**src/rtl/seg_scan_display.sv**
```systemverilog
// seg_scan_display: multiplexed seven-segment display controller.
// Selects one of NUM_SRC source words and shows one NUM_DIGITS-nibble page of
// it. Digits are scanned at clk/SCAN_DIV per digit slot. The source word and
// page are captured at each frame start, so no frame ever mixes two values.
// Segment, decimal-point and anode outputs are active-low, with seg[0]=a and
// seg[6]=g.
module seg_scan_display #(
   parameter  int NUM_DIGITS = 4,
   parameter  int DATA_W     = 32,
   parameter  int NUM_SRC    = 2,
   parameter  int SCAN_DIV   = 50000,
   localparam int NUM_PAGES  = DATA_W / (4 * NUM_DIGITS),
   localparam int SEL_W      = (NUM_SRC > 1) ? $clog2(NUM_SRC) : 1,
   localparam int PAGE_W     = (NUM_PAGES > 1) ? $clog2(NUM_PAGES) : 1
) (
   input  logic                        clk,
   input  logic                        reset,
   input  logic [NUM_SRC*DATA_W-1:0]   src_data,
   input  logic [SEL_W-1:0]            src_sel,
   input  logic                        page_next,
   input  logic                        blank_lz,
   output logic [6:0]                  seg,
   output logic                        dp,
   output logic [NUM_DIGITS-1:0]       adrive,
   output logic [PAGE_W-1:0]           page
);

   localparam int CNT_W     = $clog2(SCAN_DIV);
   localparam int DIG_W     = $clog2(NUM_DIGITS);
   localparam int PAGE_BITS = 4 * NUM_DIGITS;

   // The scanner idles until the first tick after reset, which starts frame 0
   // on digit 0. From then on every tick advances to the next digit.
   typedef enum logic [0:0] {
      ST_WAIT = 1'b0,
      ST_SCAN = 1'b1
   } scan_state_t;

   scan_state_t             r_state;
   scan_state_t             w_state_next;

   logic [CNT_W-1:0]        r_cnt;
   logic [DIG_W-1:0]        r_dig;
   logic [DATA_W-1:0]       r_snap;
   logic [PAGE_W-1:0]       r_frame_page;
   logic [PAGE_W-1:0]       r_page;
   logic [6:0]              r_seg;
   logic                    r_dp;
   logic [NUM_DIGITS-1:0]   r_adrive;

   logic                    w_tick;
   logic [DIG_W-1:0]        w_dig_next;
   logic                    w_frame_start;
   logic [DATA_W-1:0]       w_sel_word;
   logic [DATA_W-1:0]       w_snap_use;
   logic [PAGE_W-1:0]       w_fpage_use;
   logic [PAGE_BITS-1:0]    w_page_word;
   logic [3:0]              w_nibble;
   logic [NUM_DIGITS-1:0]   w_digit_nz;
   logic [NUM_DIGITS-1:0]   w_digit_lit;
   logic                    w_blank;
   logic [6:0]              w_seg_next;
   logic                    w_dp_next;
   logic [NUM_DIGITS-1:0]   w_adrive_next;
   logic [PAGE_W-1:0]       w_page_inc;

   // Hex digit to active-low segment pattern, bit 0 = segment a.
   function automatic logic [6:0] hex_to_seg(input logic [3:0] i_nib);
      logic [6:0] v_seg;
      case (i_nib)
         4'h0:    v_seg = 7'b1000000;
         4'h1:    v_seg = 7'b1111001;
         4'h2:    v_seg = 7'b0100100;
         4'h3:    v_seg = 7'b0110000;
         4'h4:    v_seg = 7'b0011001;
         4'h5:    v_seg = 7'b0010010;
         4'h6:    v_seg = 7'b0000010;
         4'h7:    v_seg = 7'b1111000;
         4'h8:    v_seg = 7'b0000000;
         4'h9:    v_seg = 7'b0010000;
         4'hA:    v_seg = 7'b0001000;
         4'hB:    v_seg = 7'b0000011;
         4'hC:    v_seg = 7'b1000110;
         4'hD:    v_seg = 7'b0100001;
         4'hE:    v_seg = 7'b0000110;
         4'hF:    v_seg = 7'b0001110;
         default: v_seg = 7'b1111111;
      endcase
      return v_seg;
   endfunction

   // Scan tick: last cycle of each digit slot.
   assign w_tick = (r_cnt == CNT_W'(SCAN_DIV - 1));

   // Prescaler counts 0..SCAN_DIV-1 and wraps.
   always_ff @(posedge clk) begin
      if (!reset) begin
         r_cnt <= '0;
      end else if (w_tick) begin
         r_cnt <= '0;
      end else begin
         r_cnt <= r_cnt + CNT_W'(1);
      end
   end

   // Scanner state register.
   always_ff @(posedge clk) begin
      if (!reset) begin
         r_state <= ST_WAIT;
      end else begin
         r_state <= w_state_next;
      end
   end

   // Next state and next digit index; the first tick after reset shows digit 0.
   always_comb begin
      w_state_next = r_state;
      w_dig_next   = r_dig;
      case (r_state)
         ST_WAIT: begin
            w_dig_next = '0;
            if (w_tick) begin
               w_state_next = ST_SCAN;
            end else begin
               w_state_next = ST_WAIT;
            end
         end
         ST_SCAN: begin
            w_state_next = ST_SCAN;
            if (r_dig == DIG_W'(NUM_DIGITS - 1)) begin
               w_dig_next = '0;
            end else begin
               w_dig_next = r_dig + DIG_W'(1);
            end
         end
         default: begin
            w_state_next = ST_WAIT;
            w_dig_next   = '0;
         end
      endcase
   end

   assign w_frame_start = w_tick && (w_dig_next == '0);

   // Source mux; select values with no matching source give an all-zero word.
   always_comb begin
      w_sel_word = '0;
      for (int k = 0; k < NUM_SRC; k++) begin
         w_sel_word = w_sel_word |
            (src_data[k*DATA_W +: DATA_W] & {DATA_W{src_sel == SEL_W'(k)}});
      end
   end

   // At a frame start the digit being loaded must already see the new
   // snapshot and page, so bypass the registers in that cycle.
   assign w_snap_use  = w_frame_start ? w_sel_word : r_snap;
   assign w_fpage_use = w_frame_start ? r_page     : r_frame_page;
   assign w_page_word = PAGE_BITS'(w_snap_use >> (int'(w_fpage_use) * PAGE_BITS));
   assign w_nibble    = 4'(w_page_word >> (int'(w_dig_next) * 4));

   // Per-digit "this or any higher digit is non-zero" flags for blanking.
   always_comb begin
      logic v_run;
      v_run       = 1'b0;
      w_digit_nz  = '0;
      w_digit_lit = '0;
      for (int d = NUM_DIGITS - 1; d >= 0; d--) begin
         w_digit_nz[d]  = |w_page_word[4*d +: 4];
         v_run          = v_run | w_digit_nz[d];
         w_digit_lit[d] = v_run;
      end
   end

   // Blank decision, segment pattern, decimal point and anode for the next slot.
   always_comb begin
      w_blank = 1'b0;
      if (blank_lz && (w_dig_next != '0)) begin
         w_blank = !w_digit_lit[w_dig_next];
      end else begin
         w_blank = 1'b0;
      end
      if (w_blank) begin
         w_seg_next = 7'b1111111;
      end else begin
         w_seg_next = hex_to_seg(w_nibble);
      end
      if ((int'(w_fpage_use) < NUM_DIGITS) && (int'(w_fpage_use) == int'(w_dig_next))) begin
         w_dp_next = 1'b0;
      end else begin
         w_dp_next = 1'b1;
      end
      w_adrive_next = ~(NUM_DIGITS'(1) << w_dig_next);
   end

   // Digit index and frame snapshot; the snapshot changes only at frame start.
   always_ff @(posedge clk) begin
      if (!reset) begin
         r_dig        <= '0;
         r_snap       <= '0;
         r_frame_page <= '0;
      end else if (w_tick) begin
         r_dig        <= w_dig_next;
         r_snap       <= w_snap_use;
         r_frame_page <= w_fpage_use;
      end else begin
         r_dig        <= r_dig;
         r_snap       <= r_snap;
         r_frame_page <= r_frame_page;
      end
   end

   // Live page wraps after the last page.
   assign w_page_inc = (r_page == PAGE_W'(NUM_PAGES - 1)) ? '0 : (r_page + PAGE_W'(1));

   // Live page register; every cycle with page_next high advances one page.
   always_ff @(posedge clk) begin
      if (!reset) begin
         r_page <= '0;
      end else if (page_next) begin
         r_page <= w_page_inc;
      end else begin
         r_page <= r_page;
      end
   end

   // Registered display outputs load one cycle after each tick and hold between.
   always_ff @(posedge clk) begin
      if (!reset) begin
         r_seg    <= 7'b1111111;
         r_dp     <= 1'b1;
         r_adrive <= '1;
      end else if (w_tick) begin
         r_seg    <= w_seg_next;
         r_dp     <= w_dp_next;
         r_adrive <= w_adrive_next;
      end else begin
         r_seg    <= r_seg;
         r_dp     <= r_dp;
         r_adrive <= r_adrive;
      end
   end

   assign seg    = r_seg;
   assign dp     = r_dp;
   assign adrive = r_adrive;
   assign page   = r_page;

endmodule

```
**config.mk**
```make
export PLATFORM = sky130hd
export DESIGN_NAME = seg_scan_display
export DESIGN_NICKNAME = d
export VERILOG_FILES = /design/src/rtl/seg_scan_display.sv
export SDC_FILE = /design/constraint.sdc
export NUM_CORES = 1
export LEC_CHECK = 0
export ABC_AREA = 0
export CORE_MARGIN = 2
export CORE_UTILIZATION = 55
export DETAILED_ROUTE_END_ITERATION = 12
export PLACE_DENSITY = 0.88
export REMOVE_ABC_BUFFERS = 1
export SETUP_SLACK_MARGIN = 0.15
export SKIP_CTS_REPAIR_TIMING = 1
export SYNTH_ARGS = -nofsm -noshare
export SYNTH_HDL_FRONTEND = slang
export SYNTH_SLANG_ARGS = --single-unit
```
**constraint.sdc**
```tcl
create_clock -name clk -period 4.65 [get_ports clk]
set_input_delay 0.6975 -clock clk [delete_from_list [all_inputs] [get_ports clk]]
set_output_delay 0.6975 -clock clk [all_outputs]
set_load 0.02 [all_outputs]
```
**Word level (Yosys, flattened, before mapping)**

Memories as Yosys holds them, arrays and structs flattened.
Cells that the tools add are included.

- Register bits: 65
- Bits in read-only memories: 112
- Bits of input ports: 69
- Logic and storage cells: 52
- Memories kept: 1

Memories:

| memory | depth | width | rd ports | clocked after Yosys merged registers in | wr ports | line | RTL |
|---|---|---|---|---|---|---|---|
| (no name shown) | 16 | 7 | 1 | 0 | 0 | 70 | `case (i_nib)` |

- $add $sub $neg: 3
- Magnitude comparators: 1
- Eq/ne operators: 3
- Shift-type cells: 3
- Mux-type cells: 12
- Bitwise gates (word level): 10
- Reductions and logical operators: 10

Operators with widths:

| operator | count |
|---|---|
| AND 32 bit | 2 |
| 2-to-1 mux 32 bit | 1 |
| bitwise OR 32 bit | 1 |
| right shift 32 x 5 -> 16 bit | 1 |
| adder 16 x 1 -> 16 bit (second input constant) | 1 |
| == test 16 bit (second input constant) | 1 |
| OR reduction 4 bit | 4 |
| right shift 16 x 4 -> 4 bit | 1 |
| 2-to-1 mux 7 bit | 1 |
| 2-to-1 mux 1 bit | 6 |
| NOT 4 bit | 1 |
| one-hot mux 2 bit (2 select lines) | 1 |
| << shifter 1 x 2 -> 4 bit (first input constant) | 1 |
| less-than comparator 2 x 3 -> 1 bit (second input constant) | 1 |
| NOT 1 bit | 3 |
| bitwise OR 1 bit | 3 |
| adder 2 x 1 -> 2 bit (second input constant) | 1 |
| binary-select mux 1 bit (select 2 bit) | 1 |
| == test 2 bit | 1 |
| == test 2 bit (second input constant) | 1 |
| logical AND 1 bit | 2 |
| logical NOT 2 bit | 1 |
| 2-to-1 mux 2 bit | 1 |
| one-hot mux 1 bit (2 select lines) | 1 |
| other kinds (4) | 4 |

**Depth between registers and ports, before layout**

- Word-level depth: 16
- Gate-level depth with buffers: 14
- Gate-level depth less buffers: 12

**Worst setup path before layout**

Ideal clock, no wire load.

- Path type: input port to flip-flop
- From: input src_sel
- To: register r_seg[3] (netlist: seg[3])
- Arrival time: 2469 ps
- Data required time: 4520 ps
- Slack: 2051 ps
- Cell stages on the path: 10
- Path buffers: 1
- Path through: buf_4 -> mux2_2 -> o21ai_0 -> mux2i_1 -> o21ai_1 -> inv_1 -> ha_1 -> mux2_1 -> mux2i_1 -> a21oi_1

- Cells in the longest elaborated chain, start to end: 14
- Elaborated cells between the ends (all ways): 20
- Classes of those cells: 2 x shift; 5 x mux; 7 x bitwise; 5 x reduce/logical; 1 x memory

Ends and longest elaborated chain:

| what | line | RTL |
|---|---|---|
| start, declared | 19 | `input logic [SEL_W-1:0] src_sel,` |
| NOT 1 bit | 150 | `(src_data[k*DATA_W +: DATA_W] & {DATA_W{src_sel == SEL_W'(k)}});` |
| AND 32 bit | 150 |  |
| bitwise OR 32 bit * | 149 | `w_sel_word = w_sel_word \|` |
| 2-to-1 mux 32 bit * | 156 | `assign w_snap_use = w_frame_start ? w_sel_word : r_snap;` |
| right shift 32 x 5 -> 16 bit * | 158 | `assign w_page_word = PAGE_BITS'(w_snap_use >> (int'(w_fpage_use) * PAGE_BITS));` |
| OR reduction 4 bit | 168 | `w_digit_nz[d] = \|w_page_word[4*d +: 4];` |
| bitwise OR 1 bit (3 in series) | 169 | `v_run = v_run \| w_digit_nz[d];` |
| binary-select mux 1 bit (select 2 bit) | 178 | `w_blank = !w_digit_lit[w_dig_next];` |
| 2-to-1 mux 1 bit (implied by the code) | 178 |  |
| logical NOT 1 bit | 178 |  |
| 2-to-1 mux 1 bit | 177 | `if (blank_lz && (w_dig_next != '0)) begin` |
| 2-to-1 mux 7 bit * | 182 | `if (w_blank) begin` |
| end signal, assigned | 233 | `r_seg <= w_seg_next;` |
| end signal, assigned | 237 | `r_seg <= r_seg;` |
| end, declared | 47 | `logic [6:0] r_seg;` |

Every way passes the cells marked *; elsewhere a longest branch is shown, timed or not. The select of a mux whose other input is x is not followed.
A chain may end at the register's enable or synchronous reset.

**Worst setup path after layout**

- From: register r_dig[0]
- To: register r_seg[3] (netlist: seg[3])

- Cells in the longest elaborated chain, start to end: 16
- Elaborated cells between the ends (all ways): 25
- Classes of those cells: 1 x add/sub; 1 x eq/ne; 2 x shift; 8 x mux; 3 x bitwise; 9 x reduce/logical; 1 x memory

Ends and longest elaborated chain:

| what | line | RTL |
|---|---|---|
| start, declared | 43 | `logic [DIG_W-1:0] r_dig;` |
| start signal, assigned | 202 | `r_dig <= w_dig_next;` |
| start signal, assigned | 206 | `r_dig <= r_dig;` |
| adder 2 x 1 -> 2 bit / == test 2 bit (equally long branches) | 133, 130 |  |
| 2-to-1 mux 2 bit * | 130 | `if (r_dig == DIG_W'(NUM_DIGITS - 1)) begin` |
| one-hot mux 2 bit (2 select lines) * | 119 | `case (r_state)` |
| logical NOT 2 bit | 143 | `assign w_frame_start = w_tick && (w_dig_next == '0);` |
| logical AND 1 bit | 143 |  |
| 2-to-1 mux 32 bit / 2-to-1 mux 1 bit (equally long branches) | 156, 157 |  |
| right shift 32 x 5 -> 16 bit | 158 |  |
| OR reduction 4 bit | 168 |  |
| bitwise OR 1 bit (3 in series) | 169 |  |
| binary-select mux 1 bit (select 2 bit) | 178 |  |
| 2-to-1 mux 1 bit (implied by the code) | 178 |  |
| logical NOT 1 bit | 178 |  |
| 2-to-1 mux 1 bit | 177 |  |
| 2-to-1 mux 7 bit * | 182 |  |

Marked as above.

==> results.py <==
metrics = {
    "finish": {
        "mostFrequentLayoutCell": "clkdlybuf4s50_1",
        "n_antenna_cell": 0,
        "syn2layout_area_growth_pct": 28.09,
        "final_cell_mix": "clkdlybuf4s50_1 (80), dfxtp_1 (65), nand2_1 (58), mux2i_1 (40), nor2_1 (37)",
        "fin_cells": 547,
        "nNetsFinal": 541,
        "fin_util_pct": 73.14,
        "drive_gt1_share_pct": 8.723,
    },
    "clocking": {
        "clockBufferDepth": 2,
        "cts_tree": "built",
        "cts_max_level": 3,
        "cts_root_buf": "clkbuf_8",
        "cts_made_buffers": 9,
        "clk_pin_slew_ns": 0.08,
        "clk_latency_ns": 0.35,
        "clock_sinks": 65,
    },
    "route": {
        "avgViaCountPerCell": 5.874,
        "ant_nets": 0,
        "vias": 3213,
        "routedWlPerCell_um": 15.60,
        "drt-initial-drc-count": 118,
        "post-route-drc-count": 0,
        "drt-pass1-iter-count": 5,
        "wl_mm": 8.532,
    },
    "setup_path": {
        "required_ns": 4.88,
        "end_kind": "register",
        "rrSetupSlack_ns": 1.52,
        "slowest_delay_ns": 0.56,
        "crit_slowest_cell": "ha_1",
        "cp.arrival_ns": 3.36,
        "crit_family": "multiplexers",
        "path_buf_inv": 1,
        "path_cells": "ha_1 -> mux4_2 -> nor3_1 -> o21ai_0 -> o21ai_1 -> inv_1 -> ha_1 -> mux2_1 -> mux2i_1 -> a21oi_1",
        "worstPathMaxFanout": 11,
        "critPathKind": "register to register",
        "start_kind": "register",
        "path_common_cell": "ha_1",
    },
    "floorplan": {
        "rows": 29,
        "core_sq_mm": 0.006350,
        "die_w_um": 85.20,
        "start_util_pct": 57.10,
        "num_io_pins": 82,
        "die_h_um": 85.20,
        "dieArea_sq_mm": 0.007258,
    },
    "place": {
        "io_buffers": 81,
        "pre_cts_slack_ns": 1.556,
        "routabilityCongestion": 0.8456,
        "dp.cells": 531,
        "dp_hpwl_mm": 6.194,
    },
    "sta": {
        "hold_slack_ns": 0.4505,
        "worstMarginPinSlew_ns": 0.9703,
        "setup_viol": 0,
        "slew_violations": 0,
        "slew_headroom_pct": 35.21,
        "period_minus_slack_ns": 3.133,
        "rsz0062_at_grt": "false",
        "finalCritPeriodShare_pct": 67.37,
        "layout_setup_ws_ns": 1.517,
        "fmax_mhz": 319.2,
        "hold_viol": 0,
        "fin_skew_ns": 0.009709,
    },
    "yosys": {
        "synth_edf_count": 0,
        "synth_cell_type_count": 59,
        "yosys_warnings": 0,
        "synthCells": 397,
        "ys_async_sr_fraction_pct": 0,
        "ys.flop_type": "dfxtp_1",
        "netlist_area_sq_mm": 0.003626,
        "ys_seq_elements": 65,
        "yosysSeqAreaShare_pct": 35.89,
        "syn_area_per_cell_sq_um": 9.133,
    },
    "status": {
        "outcome": "completed",
    },
    "hold_path": {
        "hold_path.class": "register to register",
    },
    "global_routing": {
        "grt_pass1_vias": 3153,
        "grt_pass1_wl_mm": 13.98,
        "antenna_found_initial": 0,
        "grt_overflow": 0,
        "grt_usage_pct": 24.05,
        "grt_max_degree": 68,
    },
    "power": {
        "power.density_mw_per_mm2": 262.5,
        "power_leakage_nw": 2.128,
        "ir_drop_mv": 0.1907,
        "total_power_mw": 1.219,
    },
    "run": {
        "drv_cap": 0,
    },
}
synthesized netlist by cell type, types with 4 or more instances:
master / count / area [sq um]
buf_1: 5 / 18.77
nand3_1: 8 / 40.04
nor3_1: 5 / 25.02
o211a_1: 30 / 300.3
and3_1: 7 / 43.79
nand2_1: 58 / 217.7
o21ai_1: 4 / 20.02
ha_1: 7 / 87.58
xnor2_1: 4 / 35.03
and2_1: 4 / 25.02
clkbuf_1: 10 / 37.54
nor4_1: 5 / 31.28
o21ai_0: 9 / 45.04
nor2_1: 38 / 142.6
o21a_1: 4 / 30.03
inv_1: 4 / 15.01
xor2_1: 11 / 96.34
o211ai_1: 4 / 30.03
a21oi_1: 10 / 50.05
mux2i_1: 40 / 400.4
mux2_2: 4 / 45.04
buf_2: 8 / 40.04
dfxtp_1: 65 / 1301
cell type report:
| cell class | instances | area [sq um] |
|---|---|---|
| Fill cell | 458 | 1705 |
| Inverter | 4 | 15.01 |
| Tap cell | 77 | 96.34 |
| Clock inverter | 7 | 100.1 |
| Sequential cell | 65 | 1301 |
| Clock buffer | 9 | 123.9 |
| Timing Repair Buffer | 85 | 835.8 |
| Multi-Input combinational cell | 300 | 2172 |
worst paths after layout:
check / from / cells past startpoint / end
max: r_dig[0]$_SDFFE_PN0N_ / 10 / seg[3]$_SDFFE_PN1N_
min: r_cnt[0]$_SDFF_PP0_ / 1 / r_cnt[0]$_SDFF_PP0_
max reg2reg: r_dig[0]$_SDFFE_PN0N_ / 10 / seg[3]$_SDFFE_PN1N_
min reg2reg: r_cnt[0]$_SDFF_PP0_ / 1 / r_cnt[0]$_SDFF_PP0_
worst register-to-register path, delay by kind of cell, from the launching register on:
family / cells / cell delay (ns)
compound gates: 3 / 0.56
fa+ha+maj: 2 / 0.80
buf+inv: 1 / 0.16
flops: 1 / 0.35
mux: 3 / 0.99
simple gates: 1 / 0.15
kinds of logic after synthesis:
| kind of cell | after synthesis | share of synthesized area (%) |
|---|---|---|
| buffers and inverters | 32 | 4.417 |
| muxes | 51 | 15.91 |
| and+or+nand+nor | 145 | 19.05 |
| xor gates and xnor gates | 15 | 3.623 |
| DFF | 65 | 35.89 |
| adders and majority gates | 7 | 2.415 |
| AOI/OAI and AO/OA | 82 | 18.70 |
routing by layer:
metal  GRT usage [%]  share of wire [%]
met5               0                  0
met3           4.767                5.4
met1           26.54                 41
met4           11.54                3.2
met2           43.82                 50
stage by stage:
stage | setup TNS (ns) | area (sq um)
after global routing | 0 | 4644
after global placement | 0 | 4420
final | 0 | 4644
after CTS | 0 | 4644
after detailed placement | 0 | 4420
after floorplan | -0.07134 | 3481
power breakdown:
part           switching, mW  internal [mW]
clock network          0.237          0.307
logic                 0.0380         0.0716
registers            0.00537          0.559
flip-flops by register name (all words and copies together), names as in the netlist:
signal / flops
adrive: 4
dp: 1
page: 1
r_cnt: 16
r_dig: 2
r_frame_page: 1
r_snap: 32
r_state: 1
seg: 7
No activity file was read; power rests on OpenSTA's default activity.
